### config.mk
export PLATFORM = sky130hd
export DESIGN_NAME = vend_change
export DESIGN_NICKNAME = d
export VERILOG_FILES = /design/src/rtl/vend_change.sv
export SDC_FILE = /design/constraint.sdc
export NUM_CORES = 1
export LEC_CHECK = 0
export CAP_MARGIN = 20
export CORE_MARGIN = 5
export CORE_UTILIZATION = 50
export DETAILED_ROUTE_END_ITERATION = 8
export PLACE_DENSITY = 0.81
export SLEW_MARGIN = 20
export SYNTH_ARGS = -nofsm -noshare
export SYNTH_HDL_FRONTEND = slang
export SYNTH_SLANG_ARGS = --single-unit
### constraint.sdc
create_clock -name clock_i -period 6.9 [get_ports clock_i]
set_input_delay 1.38 -clock clock_i [delete_from_list [all_inputs] [get_ports clock_i]]
set_output_delay 1.38 -clock clock_i [all_outputs]
set_load 0.005 [all_outputs]
### src/rtl/vend_change.sv
// Coin-credit vending controller: accumulates credit against PRICE, pulses a vend,
// then pays back any remainder (or a cancelled credit) as one-unit change pulses.
module vend_change #(
  parameter int PRICE     = 3,
  parameter int CREDIT_W  = 4,
  parameter int COIN3_VAL = 5
) (
  input  logic                clock_i,
  input  logic                reset_i,
  input  logic [1:0]          coin_i,
  input  logic                cancel_i,
  output logic                newspaper_o,
  output logic                change_pulse_o,
  output logic                coin_reject_o,
  output logic                busy_o,
  output logic [CREDIT_W-1:0] credit_o
);

  typedef enum logic [1:0] {
    COLLECT = 2'd0,
    VEND    = 2'd1,
    CHANGE  = 2'd2
  } state_t;

  localparam logic [CREDIT_W-1:0] PRICE_W = PRICE[CREDIT_W-1:0];
  localparam logic [CREDIT_W-1:0] COIN3_W = COIN3_VAL[CREDIT_W-1:0];
  localparam logic [CREDIT_W-1:0] ONE_W   = {{(CREDIT_W-1){1'b0}}, 1'b1};
  localparam logic [CREDIT_W-1:0] TWO_W   = ONE_W << 1;

  state_t              state_q, state_d;
  logic [CREDIT_W-1:0] credit_q, credit_d;
  logic                reject_q, reject_d;

  logic [CREDIT_W-1:0] coin_val;
  logic [CREDIT_W-1:0] sum;
  logic                coin_present;

  always_comb begin
    coin_val = '0;
    unique case (coin_i)
      2'b01:   coin_val = ONE_W;
      2'b10:   coin_val = TWO_W;
      2'b11:   coin_val = COIN3_W;
      default: coin_val = '0;
    endcase
  end

  assign coin_present = (coin_i != 2'b00);
  // Design constraints guarantee this sum cannot wrap, so no overflow guard.
  assign sum = credit_q + coin_val;

  // NOTE: every signal written here gets a default first, so no path leaves it
  // unassigned and no latch is inferred.
  always_comb begin
    state_d  = state_q;
    credit_d = credit_q;
    reject_d = 1'b0;
    unique case (state_q)
      COLLECT: begin
        if (cancel_i) begin
          reject_d = coin_present;
          if (credit_q != '0) state_d = CHANGE;
        end else if (coin_present) begin
          if (sum >= PRICE_W) begin
            state_d  = VEND;
            credit_d = sum - PRICE_W;
          end else begin
            credit_d = sum;
          end
        end
      end
      VEND: begin
        reject_d = coin_present;
        state_d  = (credit_q != '0) ? CHANGE : COLLECT;
      end
      CHANGE: begin
        reject_d = coin_present;
        if (credit_q <= ONE_W) begin
          credit_d = '0;
          state_d  = COLLECT;
        end else begin
          credit_d = credit_q - ONE_W;
        end
      end
      default: begin
        state_d  = COLLECT;
        credit_d = '0;
      end
    endcase
  end

  // NOTE: state registers use non-blocking assignments so every flop samples
  // the pre-edge values of the others; blocking here would create ordering races.
  always_ff @(posedge clock_i) begin
    if (reset_i) begin
      state_q  <= COLLECT;
      credit_q <= '0;
      reject_q <= 1'b0;
    end else begin
      state_q  <= state_d;
      credit_q <= credit_d;
      reject_q <= reject_d;
    end
  end

  assign newspaper_o    = (state_q == VEND);
  assign change_pulse_o = (state_q == CHANGE);
  assign busy_o         = (state_q != COLLECT);
  assign coin_reject_o  = reject_q;
  assign credit_o       = credit_q;

endmodule
==> results by group <==
Global routing
  – Global-route usage over all layers: 0.168
  – Total congestion overflow: 0
  – First-pass GRT wire length: ~3.2 mm
  – Largest net degree at the start of global routing: 15
  – Initial antenna violation count: 0
  – Vias in the first global route: 703

Floorplan
  – Chip width: about 49 µm
  – Die Area: roughly 0.0024 mm²
  – Initial Util: 0.520
  – Die Ht: about 50 µm
  – CORE AREA: 0.00149 mm²
  – Total I/O pin count: 13
  – Row count: 14

Power
  – Worst IR drop on VDD: between 200 and 250 µV
  – Internal cell power: 0.175 mW
  – Clock share of power: 0.125
  – Combinational share of power: 0.672
  – Switching pwr: between 0.1 and 0.15 mW
  – Flop pwr share: 0.203
  – Pleak: roughly 0.41 nW
  – Sw frac: 0.457
  – Power Density: 349 mW/mm²

Timing
  – RSZ-0062 raised after global routing: false
  – Hold Vio Cnt, Final: 0
  – Period utilization: 0.547
  – Skew final: 0.00811 ns
  – # setup viols final: 0
  – Slew @ Worst Pin: 0.540 ns
  – Max Freq: roughly 260 MHz
  – Hold slack final: around 0.58 ns
  – Post-Route Setup TNS: 0 ns
  – Rel. slew slack: 0.637
  – Final critical-path required period: about 3.8 ns
  – Final number of max-transition violations: 0

Setup path
  – CP max stage delay: 0.54 ns
  – R2r setup slk: ~4.3 ns
  – Worst R2R Path Depth: 9
  – Launching point of the worst reg2reg path: credit_o[0]
  – Crit Path Max Fanout: 5
  – Req. time, crit path: 7.06 ns
  – Worst Setup Start Kind: primary input
  – Cell with the largest stage delay on the worst path: clkdlybuf4s50_1
  – Critical path class: in -> reg
  – Worst endpoint data arrival time: approximately 3.9 ns
  – Worst setup EP type: flop
  – Worst R2R End: credit_o[0]
  – Worst path cell trace: clkdlybuf4s50_1 -> ha_1 -> inv_1 -> fa_1 -> inv_1 -> ha_1 -> nor3b_1 -> mux2_4 -> mux2_2 -> a221oi_1

Logic synthesis
  – Post-synth top area share: 0.181
  – Avg Inst Size Synth: ~7.9 µm²
  – Cells after Synth: 98
  – Yosys reg bits: 7
  – Syn_nets: 115
  – Yosys warning count: 0
  – Seq/Total Area, Yosys: 0.181
  – Yosys top cell by area: dfxtp_1
  – Cell area after synthesis: just under 800 µm²
  – Synth area leaders: dfxtp_1 18%, ha_1 18%, a21oi_1 5.2%, inv_1 4.8%, nor2_1 3.4%
  – Yosys cell types: 37

Placed design
  – Port buffer count: 12
  – Post-detail-place hpwl: 1.52 mm
  – RePlAce Congestion: 0.900
  – DP Area: approximately 900 µm²

Final layout
  – Most frequent cells in the layout: 12 x clkdlybuf4s50_1, 11 x ha_1, 10 x inv_1, 8 x a21oi_1
  – Synth-to-layout area growth: 19.2%
  – Commonest non-fill, non-tap cell in the layout: clkdlybuf4s50_1
  – Final net count: between 100 and 150
  – Cell area after layout: roughly 920 µm²
  – Diode count: 0
  – Share of cells above drive strength 1: 0.0545

Worst hold path
  – Hold Crit Class: reg -> reg
  – End of the worst hold path: state_q[0]
  – WHS Path Cells: 2
  – Hold path startpoint: state_q[0]

Clock network
  – H-tree level count: 1
  – Number of buffers created by CTS: 3
  – CTS Buffer Depth: 2
  – Cts hold-fix bufs: 0
  – Clk sink count: 7
  – Post-CTS setup buffer count: 0
  – Worst-skew pair later-pin latency: ~0.27 ns
  – Clock root buffer: clkbuf_4
  – Resized Gates After CTS: 0
  – CTS tree: yes
  – Clock-pin slew on the worst setup and hold paths: ~0.06 ns

Flow run
  – MaxCap Viol Count: 0

Detailed routing
  – Remaining DRCs: 0
  – Drt initial violations: 28
  – Drt pass-1 iters: 4
  – DR vias/cell: 6.05
  – Final wirelength: a little under 2 mm
  – Vias: 762
  – Wire length per cell: 15.3 µm
  – ANT nets after route: 0

Outcome
  – Status: finished clean
## flip-flops by register name, indices dropped and copies added, names as in the netlist
register / count
state_q: 2
credit_o: 4
coin_reject_o: 1
## worst max-delay path, delay by kind of cell
family                   cells  cell delay, ns
adder cells (fa/ha/maj)      3            0.92
buffers and inverters        3            0.65
multiplexers                 2            0.54
AO/OA/AOI/OAI                1            0.23
AND/OR/NAND/NOR              1            0.21
## how the worst max path moves through the flow
stage	start	endpoint	cells after the start
after floorplan	coin_i[0]	credit_o[0]	10
after global placement	coin_i[0]	credit_o[0]	10
after detailed placement	coin_i[0]	credit_o[0]	10
after CTS	coin_i[0]	credit_o[0]	10
after global routing	coin_i[0]	state_q[0]	10
final	coin_i[0]	credit_o[0]	10
## metal layers
layer | GRT usage | share of wire | up-vias
li1 | - | - | 370
met1 | 0.219 | 0.47 | 358
met2 | 0.251 | 0.44 | 25
met3 | 0.0306 | 0.055 | 9
met4 | 0.103 | 0.037 | 0
met5 | 0 | 0 | -
## power groups by stage
| stage | registers [mW] | logic [mW] | clock network (mW) |
|---|---|---|---|
| 2_1_floorplan | 0.0610 | 0.154 | 0 |
| 3_3_place_gp | 0.0648 | 0.209 | 0 |
| 3_5_place_dp | 0.0655 | 0.216 | 0 |
| 4_1_cts | 0.0648 | 0.217 | 0.0405 |
| 5_1_grt | 0.0671 | 0.242 | 0.0436 |
| 6_report | 0.0655 | 0.217 | 0.0403 |
## stage by stage
stage	setup WS, ns	std cells	total power, mW	util
3_5_place_dp	2.87	122	0.282	0.603
6_report	3.12	126	0.323	0.620
3_3_place_gp	2.95	122	0.274	0.603
5_1_grt	2.98	126	0.352	0.620
4_1_cts	3.13	126	0.322	0.620
2_1_floorplan	3.50	98	0.215	-
## cells in the mapped netlist
cell	count
nor3b_1	1
o41ai_1	1
nor2_1	7
ha_1	11
o31ai_1	1
mux2_2	1
xnor2_2	1
nor4_1	1
and2_1	1
a211oi_1	3
a32o_1	1
a21oi_1	8
nor3_1	5
nor2b_1	1
nand3b_1	1
dfxtp_1	7
o21ai_0	4
a21boi_0	1
or4_1	1
inv_1	10
mux2i_1	2
buf_2	2
a32oi_1	1
a21o_1	2
clkbuf_1	2
nand2_1	6
xnor2_1	1
a221oi_1	1
mux2_4	1
o21a_1	2
or3_1	1
fa_1	1
nand2b_1	3
o21bai_1	2
nand3_1	1
o31a_1	2
xor2_1	1
## area by class of cell
| cell class | count | area (µm²) |
|---|---|---|
| inverter | 10 | 37.5 |
| timing repair buffer | 12 | 120 |
| clock buffer | 4 | 26.3 |
| fill | 145 | 566 |
| sequential | 7 | 140 |
| multi-input combinational | 77 | 579 |
| tap | 16 | 20.0 |
## kinds of logic (layout without fill, tap and decap cells)
family | count (synthesis) | count (layout) | synth area share
AOI/OAI and AO/OA | 29 | 29 | 0.254
xor gates and xnor gates | 3 | 3 | 0.0436
adders and majority gates | 12 | 12 | 0.204
buffers and inverters | 14 | 26 | 0.0711
DFF | 7 | 7 | 0.181
muxes | 4 | 4 | 0.0598
and+or+nand+nor | 29 | 29 | 0.187
No activity file was read; power rests on OpenSTA's default activity.
